===== src/rtl/ring_div_ctrl.sv =====
// rtl/ring_div_ctrl.sv - ring-oscillator divider tap controller with gated edge counter
// Optional sweep mode (tap_sel..7) is built only when RING_DIV_CTRL_SWEEP_EN is defined.
module ring_div_ctrl #(
  parameter int SETTLE_CYCLES = 16,
  parameter int WINDOW_CYCLES = 1024,
  parameter int CNT_W         = 16
) (
  input  logic             clk,
  input  logic             rst,
  input  logic             start,
  input  logic             abort,
  input  logic             sweep,
  input  logic [2:0]       tap_sel,
  input  logic             ring_in,
  output logic             ring_en,
  output logic [2:0]       div_sel,
  output logic [CNT_W-1:0] result,
  output logic             result_valid,
  output logic             busy
);

  localparam logic [1:0] S_IDLE    = 2'd0;
  localparam logic [1:0] S_SETTLE  = 2'd1;
  localparam logic [1:0] S_MEASURE = 2'd2;
  localparam logic [1:0] S_REPORT  = 2'd3;

  localparam logic [15:0] LP_SETTLE_LAST = 16'(SETTLE_CYCLES - 1);
  localparam logic [15:0] LP_WIN_LAST    = 16'(WINDOW_CYCLES - 1);

  logic [1:0]       r_state;
  logic [15:0]      r_timer;
  logic [CNT_W-1:0] r_cnt;
  logic [CNT_W-1:0] r_result;
  logic [2:0]       r_div_sel;
  logic             r_ring_en;
  logic             r_valid;
  logic             r_sync1;
  logic             r_sync2;
  logic             r_sync3;

  logic             w_edge;
  logic             w_start_ok;
  logic             w_sweep_go;
  logic [CNT_W-1:0] w_cnt_next;

  // r_sync3 is the registered copy of the synchronizer output used for edge detection
  always_ff @(posedge clk) begin
    if (rst) begin
      r_sync1 <= 1'b0;
      r_sync2 <= 1'b0;
      r_sync3 <= 1'b0;
    end else begin
      r_sync1 <= ring_in;
      r_sync2 <= r_sync1;
      r_sync3 <= r_sync2;
    end
  end

  assign w_edge     = r_sync2 & ~r_sync3;
  assign w_start_ok = (r_state == S_IDLE) && start && !abort;
  assign w_cnt_next = (&r_cnt) ? r_cnt : r_cnt + {{(CNT_W-1){1'b0}}, w_edge};

`ifdef RING_DIV_CTRL_SWEEP_EN
  logic r_sweep;

  always_ff @(posedge clk) begin
    if (rst) begin
      r_sweep <= 1'b0;
    end else if (w_start_ok) begin
      r_sweep <= sweep;
    end
  end

  assign w_sweep_go = r_sweep && (r_div_sel != 3'd7);
`else
  logic w_unused_sweep;

  assign w_unused_sweep = sweep;
  assign w_sweep_go     = 1'b0;
`endif

  always_ff @(posedge clk) begin
    if (rst) begin
      r_state   <= S_IDLE;
      r_timer   <= 16'd0;
      r_cnt     <= '0;
      r_result  <= '0;
      r_div_sel <= 3'd0;
      r_ring_en <= 1'b0;
      r_valid   <= 1'b0;
    end else begin
      r_valid <= 1'b0;
      if ((r_state != S_IDLE) && abort) begin
        r_state   <= S_IDLE;
        r_ring_en <= 1'b0;
      end else begin
        case (r_state)
          S_IDLE: begin
            if (w_start_ok) begin
              r_div_sel <= tap_sel;
              r_ring_en <= 1'b1;
              r_timer   <= 16'd0;
              r_state   <= S_SETTLE;
            end
          end
          S_SETTLE: begin
            if (r_timer == LP_SETTLE_LAST) begin
              r_timer <= 16'd0;
              r_cnt   <= '0;
              r_state <= S_MEASURE;
            end else begin
              r_timer <= r_timer + 16'd1;
            end
          end
          S_MEASURE: begin
            r_cnt <= w_cnt_next;
            // The edge seen in the last window cycle still belongs to the result
            if (r_timer == LP_WIN_LAST) begin
              r_result <= w_cnt_next;
              r_valid  <= 1'b1;
              r_state  <= S_REPORT;
            end else begin
              r_timer <= r_timer + 16'd1;
            end
          end
          default: begin
            if (w_sweep_go) begin
              r_div_sel <= r_div_sel + 3'd1;
              r_timer   <= 16'd0;
              r_state   <= S_SETTLE;
            end else begin
              r_ring_en <= 1'b0;
              r_state   <= S_IDLE;
            end
          end
        endcase
      end
    end
  end

  assign ring_en      = r_ring_en;
  assign div_sel      = r_div_sel;
  assign result       = r_result;
  assign result_valid = r_valid;
  assign busy         = (r_state != S_IDLE);

endmodule

===== config.mk =====
export PLATFORM = sky130hd
export DESIGN_NAME = ring_div_ctrl
export DESIGN_NICKNAME = d
export VERILOG_FILES = /design/src/rtl/ring_div_ctrl.sv
export SDC_FILE = /design/constraint.sdc
export NUM_CORES = 1
export LEC_CHECK = 0
export BUFFER_PORTS_ARGS = -buffer_cell sky130_fd_sc_hd__buf_2
export CAP_MARGIN = 20
export CELL_PAD_IN_SITES_DETAIL_PLACEMENT = 2
export CELL_PAD_IN_SITES_GLOBAL_PLACEMENT = 2
export CORE_ASPECT_RATIO = 0.75
export CORE_MARGIN = 3
export CORE_UTILIZATION = 35
export DETAILED_ROUTE_END_ITERATION = 8
export PLACE_DENSITY_LB_ADDON = 0.1
export SLEW_MARGIN = 20
export SYNTH_ARGS = -nofsm -noshare
export SYNTH_HDL_FRONTEND = slang
export SYNTH_SLANG_ARGS = --single-unit

===== constraint.sdc =====
create_clock -name clk -period 3.1 [get_ports clk]
set_input_delay 0.62 -clock clk [delete_from_list [all_inputs] [get_ports clk]]
set_output_delay 0.62 -clock clk [all_outputs]
set_load 0.02 [all_outputs]

* Word-level counts from Yosys, hierarchy flattened
Cells that the tools add are included.
Storage, ports and cells: register bits after elaboration 58, word-level logic and storage cells 57, input bits 9, output and inout port bits 22
Cells by class: reductions and logical operators 18, muxes and demuxes 14, equality and inequality tests 8, bitwise gates (word level) 5, $add $sub $neg 2
Operator list (number):
- $mux 16 | 5
- $pmux 16 s3 | 1
- $pmux 16 s2 | 1
- $add 16x1->16 | 1
- $add 16x1->16 const B | 1
- $eq 16x10->1 const B | 1
- $eq 16x4->1 const B | 1
- $reduce_and 16->1 | 1
- $reduce_and 3->1 | 4
- $ne 2x2->1 const B | 4
- $mux 2 | 3
- $pmux 2 s3 | 1
- $not 1->1 | 4
- $reduce_and 4->1 | 1
- $reduce_bool 2->1 | 2
- $reduce_or 2->1 | 2
- $logic_and 1x1->1 | 3
- $reduce_bool 3->1 | 1
- $reduce_or 3->1 | 1
- $eq 2x1->1 const B | 1
- $eq 2x2->1 const B | 1
- $logic_not 2->1 | 1
- $mux 1 | 2
- $pmux 1 s2 | 1
- 3 further kinds | 3

* Logic depth before layout (Yosys ltp)
Gate-level depths: netlist (run 1).
word-level depth 5, depth in mapped cells 9, gate-level depth less buffers 7

* Least setup slack after synthesis (run 1)
OpenSTA, ideal clock, no wires.
kind reg-to-reg, start point register r_state[0], end point register r_result[11] (netlist: result[11]), buffers on the path 2, stages on the path, launching flop included 9, path slack 803 ps, data arrival time 2157 ps, required time 2960 ps, period minus slack after synthesis 2297 ps, setup time 140 ps, cells stage by stage dfxtp_1 inv_1 ha_1 clkbuf_1 clkinv_1 or3_1 nor3_4 buf_2 a211oi_1
On the way: longest elaborated chain between the ends 4, elaborated cells on any way between the ends 5, those cells by class 1 x eq/ne; 1 x bitwise; 3 x reduce/logical
RTL lines:
- start: declaration | line 30 | logic [1:0] r_state;
- start signal: assignment | line 84 | r_state <= S_IDLE;
- start signal: assignment | line 94 | r_state <= S_IDLE;
- start signal: assignment | line 103 | r_state <= S_SETTLE;
- $reduce_bool 2->1 | line 93 | if ((r_state != S_IDLE) && abort) begin
- $logic_and 1x1->1 | line 93
- $not 1->1 (no source line)
- $reduce_and 3->1 (no source line) *
- end signal: assignment | line 119 | r_result <= w_cnt_next;
- end: declaration | line 33 | logic [CNT_W-1:0] r_result;
Mark *: on every way between the ends. The rest lies on a longest branch, timed or not. A chain may end at the register's enable or synchronous reset.

* Final worst setup path (run 1)
start point register r_timer[0], end point register r_cnt[9]
On the way: longest elaborated chain between the ends 3
RTL lines:
- start: declaration | line 31 | logic [15:0] r_timer;
- start signal: assignment | line 112 | r_timer <= r_timer + 16'd1;
- start signal: assignment | line 123 | r_timer <= r_timer + 16'd1;
- $eq 16x4->1 | line 107 | if (r_timer == LP_SETTLE_LAST) begin
- $ne 2x2->1 (no source line)
- $reduce_and 3->1 (no source line)
- end signal: assignment | line 116 | r_cnt <= w_cnt_next;
- end: declaration | line 32 | logic [CNT_W-1:0] r_cnt;
Every way passes these cells.

==> metrics list, run 1 <==
* Post-synthesis cell type with the largest combined area: dfxtp_1
* Number of antenna violations at the first check in global routing: 0
- Input and output buffers added on the ports amount to 29.
* Period utilization: 89.0%
- The die is 113 um wide.
* Critical-path cell with the highest stage delay: or4_1
* Clk buf depth: 2
- Count of instances resized after the clock tree is built: 0
* Max Freq: 362 MHz
- Layout Skew: 0.00393 ns
- Arrival @ worst endpoint: 2.99 ns
- Synthesis instantiated 45 different standard cells from the library.
- Required time worst endpoint: 3.33 ns
* Core Footprint: 8130 sq um
- Placement Setup Slack: 0.422 ns
* Critical hold path startpoint: result[2]
* Worst-case vdd ir drop: 0.376 mV
- The number of nets handed over by synthesis was 375.
* Total power per unit cell area: 639 nW/um^2
- The run finished with clean final reports.
- Setup repair after global routing left no endpoint under its margin.
* Post-synth EDFFs: 0
- Clock period minus worst slack: 2.76 ns
- Yosys instantiated no cell more often than dfxtp_1.
* Clock-pin slew of the registers on the worst-case setup and hold paths: 0.05 ns
- The worst path meets setup with 0.340 ns of slack.
- Dominant cells by area after synthesis: dfxtp_1 39%, a21oi_1 5.0%, nor2_1 4.2%
* Count of endpoints failing hold in the final timing report: 0
* Number of post-CTS setup repair buffers: 0
* Register-to-register path setup slack: 0.34 ns
* Library cell used as clock root buffer: clkbuf_16
- Routed length per placed instance: 18.8 um
- Counting both buffers and inverters, the worst setup path holds a total of 0.
* Top FF cell, synth: dfxtp_1
- Placed Instance Area: 3250 sq um
- Setup violations remaining at the end of the flow were counted as 0.
- The analysis attributes to cell leakage a power of 1.31 nW.
- For the pin with the worst max-slew slack, the measured transition is 1.04 ns.
* Top-level port count: 31
* Total via count after detailed routing: 2,815
* Fraction of final layout cells sized beyond drive strength 1: 15.7%
- The worst hold path belongs to the class reg2reg.
* Number of global-route vias before repair: 3,019
- The kind of cell with the highest combined delay along the critical path is simple AND/OR/NAND/NOR gates.
- Launching element of the worst setup path: r_timer[0]
- TritonCTS built the clock tree.
- The first detailed-routing pass took 4 iterations.
- The clock tree synthesis step divided the H-tree into 3 levels.
* DR iter-0 viols: 135
- The final layout contains 402 nets.
- The worst setup path is captured at a register.
- Post-synthesis async set-or-reset flop share: 0%
- Entering global routing, the biggest net connects 33 pins.
- Of the post-synthesis cell area, the dominant cell type holds 38.6%.
- Launching element type of the critical path: register
- Signed area change from the synthesized netlist to the final layout: 18.2%
- The worst setup path is of the reg2reg kind.
* CTS buffer count: 9
* Worst reg2reg startpoint: r_timer[0]
* Post-DP HPWL: 6.40 mm
- Number of standard cells after synthesis: 358
- Normalized max-slew margin: 30.3%
* Crit path max fanout: 12
* Final-layout fill cell count: 916
* Area of the die: 9750 sq um
* # Max-Cap Violations: 0
* Number of cell rows: 28
- The count of nets left with antenna violations once routing finished came out at 0.
- In the final timing run, aggregate negative setup slack is 0 ns.
* Average size of a mapped cell: 8.40 sq um
- In this run the cell area of the synthesized design comes to 3010 sq um.
- The number of hold buffers added after CTS was 0.
* Post-layout instance area: 3550 sq um
- Routability congestion estimate: 0.774
* Post-route DRC violation count: 0
- Once the floorplan was initialized, standard cells occupied 37.0% of the core.
- Number of antenna repair diodes: 0
- Util after Layout: 43.7%
* Detailed-route vias per instance: 5.70
* Final wirelength: 9.29 mm
- Die Y-Extent: 86.3 um
- Summed over all layers, the global routing overflow is 0.
* Total placed cells including tap cells: 479
- In this design, the stage delay of the slowest critical-path cell is 0.64 ns.
- Cell chain of the critical path: ha_1, nand3_1, nor4_2, o211ai_1, or4_1, o31ai_1
* Number of max-slew violations in the final report: 0
- The commonest cells after synthesis are 58 x dfxtp_1, 34 x nor2_1, 30 x a21oi_1.
- The first global-routing pass estimated 15.8 mm of wire.
- For this run, the number of standard cells in the final layout without fillers is 494.
- The clock reaches the later pin of the worst-skew pair after 0.33 ns.
* Sequential cell area fraction in the yosys report: 38.6%
- Warnings, synthesis: 0
- After synthesis the netlist holds a flip-flop and latch count of 58.
- For this run, the total global-route usage over all layers was measured as 20.6%.
- Clock sinks: 58
==> metal layers <==
layer  track usage [%]  routed length (um)
met3              4.88                 427
met4              6.55                 119
met5                 0                   0
met1              29.2                4740
met2              30.9                4000
==> state kept, by name (all words and copies together) (netlist names) <==
name,flops
r_cnt,16
r_timer,16
result,16
div_sel,3
r_state,2
r_sync1,1
r_sync2,1
r_sync3,1
result_valid,1
ring_en,1
==> worst paths after layout <==
check | cells past startpoint | endpoint
setup / recovery | 6 | r_cnt[9]
hold / removal | 2 | result[2]
setup reg to reg | 6 | r_cnt[9]
hold reg to reg | 2 | result[2]
==> where the power goes <==
group          total (mW)  internal [mW]  switching [mW]
sequential          0.787          0.768          0.0187
clock                1.02          0.681           0.341
combinational       0.463          0.143           0.319
total                2.27           1.59           0.679
==> layout by cell type (no fill, tap or decap), types with 11 or more instances in the layout <==
master,count
dfxtp_1,58
nand4_1,11
o21ai_0,13
inv_1,11
buf_2,29
or4_1,14
nand2_1,22
nor2_1,34
a21oi_1,30
==> worst min-delay path, stage by stage (launching register included) <==
cell	delay (ns)
dfxtp_1	0.30
nand2_1	0.05
a21oi_1	0.05
==> kinds of logic after synthesis <==
logic type / Yosys count / synth area share (%)
AND/OR/NAND/NOR: 147 / 26.8
buffers and inverters: 32 / 4.41
flip-flops: 58 / 38.6
multiplexers: 6 / 2.00
XOR/XNOR: 19 / 5.53
AO/OA/AOI/OAI: 88 / 19.3
adder cells (fa/ha/maj): 8 / 3.33
==> metrics by stage <==
step / total power [mW] / hold slack (ns)
after floorplan: 1.11 / 0.414
after CTS: 2.30 / 0.464
after global routing: 2.40 / 0.472
final: 2.27 / 0.457
after detailed placement: 1.26 / 0.448
after global placement: 1.24 / 0.415
==> layout make-up <==
class	instances	area, sq um	share of cell area [%]
clock buffers	13	270	7.60
inverters	12	45.0	1.27
flip-flops and latches	58	1160	32.7
well taps	105	131	3.70
multi-input cells	268	1710	48.2
clock inverters	2	35.0	0.986
repair buffers	36	198	5.56
Power figures use the tool's default switching activity.
==> run 2, diff against run 1 <==
--- a/config.mk
+++ b/config.mk
@@ -9,9 +9,10 @@
 export CAP_MARGIN = 20
 export CELL_PAD_IN_SITES_DETAIL_PLACEMENT = 2
 export CELL_PAD_IN_SITES_GLOBAL_PLACEMENT = 2
-export CORE_ASPECT_RATIO = 0.75
+export CORE_ASPECT_RATIO = 1.2
 export CORE_MARGIN = 3
 export CORE_UTILIZATION = 35
+export CTS_CLUSTER_SIZE = 30
 export DETAILED_ROUTE_END_ITERATION = 8
 export PLACE_DENSITY_LB_ADDON = 0.1
 export SLEW_MARGIN = 20
==> metrics list, run 2 (synthesis results as in run 1) <==
* Result of the run: finished, final reports clean
- Global-route congestion overflow total: 0
- Count of instances resized after the clock tree is built: 0
- Leakage: 1.28 nW
* Clock period minus worst slack: 2.61 ns
- Signal routing reaches up to met4.
* DR iter-0 viols: 55
* CTS buffer count: 9
- Across the run, the number of max-cap violations was 0.
- Type of destination of the critical path: register
* Post-layout instance area: 3480 sq um
- Placed Instance Area: 3260 sq um
- Max Freq: 382 MHz
- In this run the deepest clock path goes through 2 buffers.
* Routed length per placed instance: 17.5 um
- Die Y-Extent: 108 um
* Number of cell rows: 36
- Most common cell after layout, fill and taps aside: dfxtp_1
- The clock reaches the later pin of the worst-skew pair after 0.35 ns.
- Drt first pass iters: 4
* Cell chain of the critical path: ha_1, nand3_1, or4_1, nor3_4, buf_4, o211ai_1, a21oi_1
- Critical-path cell with the highest stage delay: or4_1
- STA puts the critical path data arrival time at 2.89 ns.
- Along the worst path, the maximum fanout reaches 28.
- The number of cells on the worst reg-to-reg path is 7.
- The H-tree generated during clock tree synthesis spans 3 levels.
- Required time worst endpoint: 3.37 ns
* Commonest non-fill, non-tap cells in the layout: 58 x dfxtp_1, 34 x nor2_1, 30 x a21oi_1
- Cells with a size suffix above 1 make up 16.2% of the layout.
- Total of buffers placed on input and output ports: 29
* Post-DP HPWL: 6.33 mm
- The clock network is responsible for 38.8% of the overall power.
* Detail Route met3 WL: 213 um
- Sequential cells account for 38.7% of the total power.
- Clock sinks: 58
* Setup violators final: 0
- Along the worst hold path, the cell count comes to 1.
- The number of antenna diodes in the final layout is 0.
- Setup total negative slack on the finished layout was measured at 0 ns.
- Top-level port count: 31
- Final-layout fill cell count: 955
* Wire length of the first global-routing pass: 14.9 mm
- From synthesis to final layout, the design area changed by 15.6%.
- The analysis attributes to net switching a power of 647 uW.
- After detailed routing, the number of vias per cell comes to 5.52.
- The routed layout has 2,780 vias.
- For this block, the routed nets add up to 8.80 mm of wire.
* Area of the die: 9750 sq um
* Final worst setup slack: 0.485 ns
- Power spread over the standard cell area amounts to 583 nW/um^2.
- Cts-stage hold buffer count: 0
* Slowest cell delay on critical path: 0.72 ns
- After detailed routing, the wire length on met1 is 3.63 mm.
- The total count of hold-check failures in the final report came to 0.
- Final #Nets: 402
- Period utilization: 84.4%
- The number of global-route vias before repair was 2,963.
- The number of setup buffers added after CTS is 0.
* Global router's overall resource usage: 19.3%
- For the final database, setup skew stands at 0.00773 ns.
* Antenna Violating Nets Remaining: 0
- Routability congestion estimate: 0.767
- By startpoint and endpoint, the worst setup path is classified as reg2reg.
- Broken down by cell family, the worst path's largest delay share belongs to simple AND/OR/NAND/NOR gates.
* Number of antenna violations at the first check in global routing: 0
- The worst setup path is launched from a register.
- Amount of wire on met2 after detailed routing: 4.79 mm
- Entering global routing, the biggest net connects 35 pins.
- Placement Setup Slack: 0.477 ns
- Once the floorplan was initialized, standard cells occupied 36.5% of the core.
* Clock-pin slew of the registers on the worst-case setup and hold paths: 0.07 ns
- TritonCTS built the clock tree.
* Comb power frac: 22.5%
- Core Footprint: 8240 sq um
* Buffers & Inverters on Critical Path: 1
- Unrepaired setup endpoints after global routing: false
- For the pin with the worst max-slew slack, the measured transition is 0.978 ns.
- Number of max-slew violations in the final report: 0
* Post-route DRC violation count: 0
* Horizontal die dimension: 90.6 um
* Worst-case vdd ir drop: 0.305 mV
* Cell Int Power: 1.38 mW
* Worst hold path class: reg2reg
- Library cell used as clock root buffer: clkbuf_8
* Switching share of power: 31.9%
* Number of cells on the critical path: 7
- Measured against its own limit, the worst slew margin works out to 34.5%.
## run 2: changes by cell type in the layout (fill, tap and decap cells not counted), sizes merged
cell | before | now
clkbuf | 13 | 10
clkinv | 2 | 5
bufinv | 1 | 2
## run 2: per-layer routing
| layer | global-route usage, % | up-vias |
|---|---|---|
| li1 | - | 1369 |
| met1 | 21.0 | 1371 |
| met2 | 35.9 | 25 |
| met3 | 4.76 | 15 |
| met4 | 7.44 | 0 |
| met5 | 0 | - |
## run 2: worst paths after layout
path / startpoint / to / slack (ns)
max reg2reg: r_timer[0] / result[3] / 0.49
min: r_sync1 / r_sync2 / 0.45
max: r_timer[0] / result[3] / 0.49
min reg2reg: r_sync1 / r_sync2 / 0.45
## run 2: area by class of cell
cell class / count / area (sq um) / area share, %
Clock inverter: 6 / 80.1 / 2.30
Clock buffer: 10 / 138 / 3.96
Tap cell: 114 / 143 / 4.10
Multi-Input combinational cell: 268 / 1710 / 49.3
Sequential cell: 58 / 1160 / 33.4
Timing Repair Buffer: 36 / 198 / 5.68
Inverter: 12 / 45.0 / 1.29
## run 2: power groups by stage
stage                     clock, mW  combinational (mW)  sequential [mW]
after floorplan                   0               0.301            0.806
after detailed placement          0               0.458            0.802
after CTS                     0.818               0.464            0.785
after global placement            0               0.448            0.800
final                         0.787               0.455            0.785
after global routing          0.854               0.508            0.788
## run 2: per-stage QoR
step | hold slack (ns) | total power, mW | util, % | cells
6_report | 0.451 | 2.03 | 42.2 | 504
5_1_grt | 0.482 | 2.15 | 42.2 | 504
4_1_cts | 0.458 | 2.07 | 42.2 | 504
3_5_place_dp | 0.448 | 1.26 | 39.6 | 488
3_3_place_gp | 0.426 | 1.25 | 39.6 | 488
2_1_floorplan | 0.414 | 1.11 | - | 358
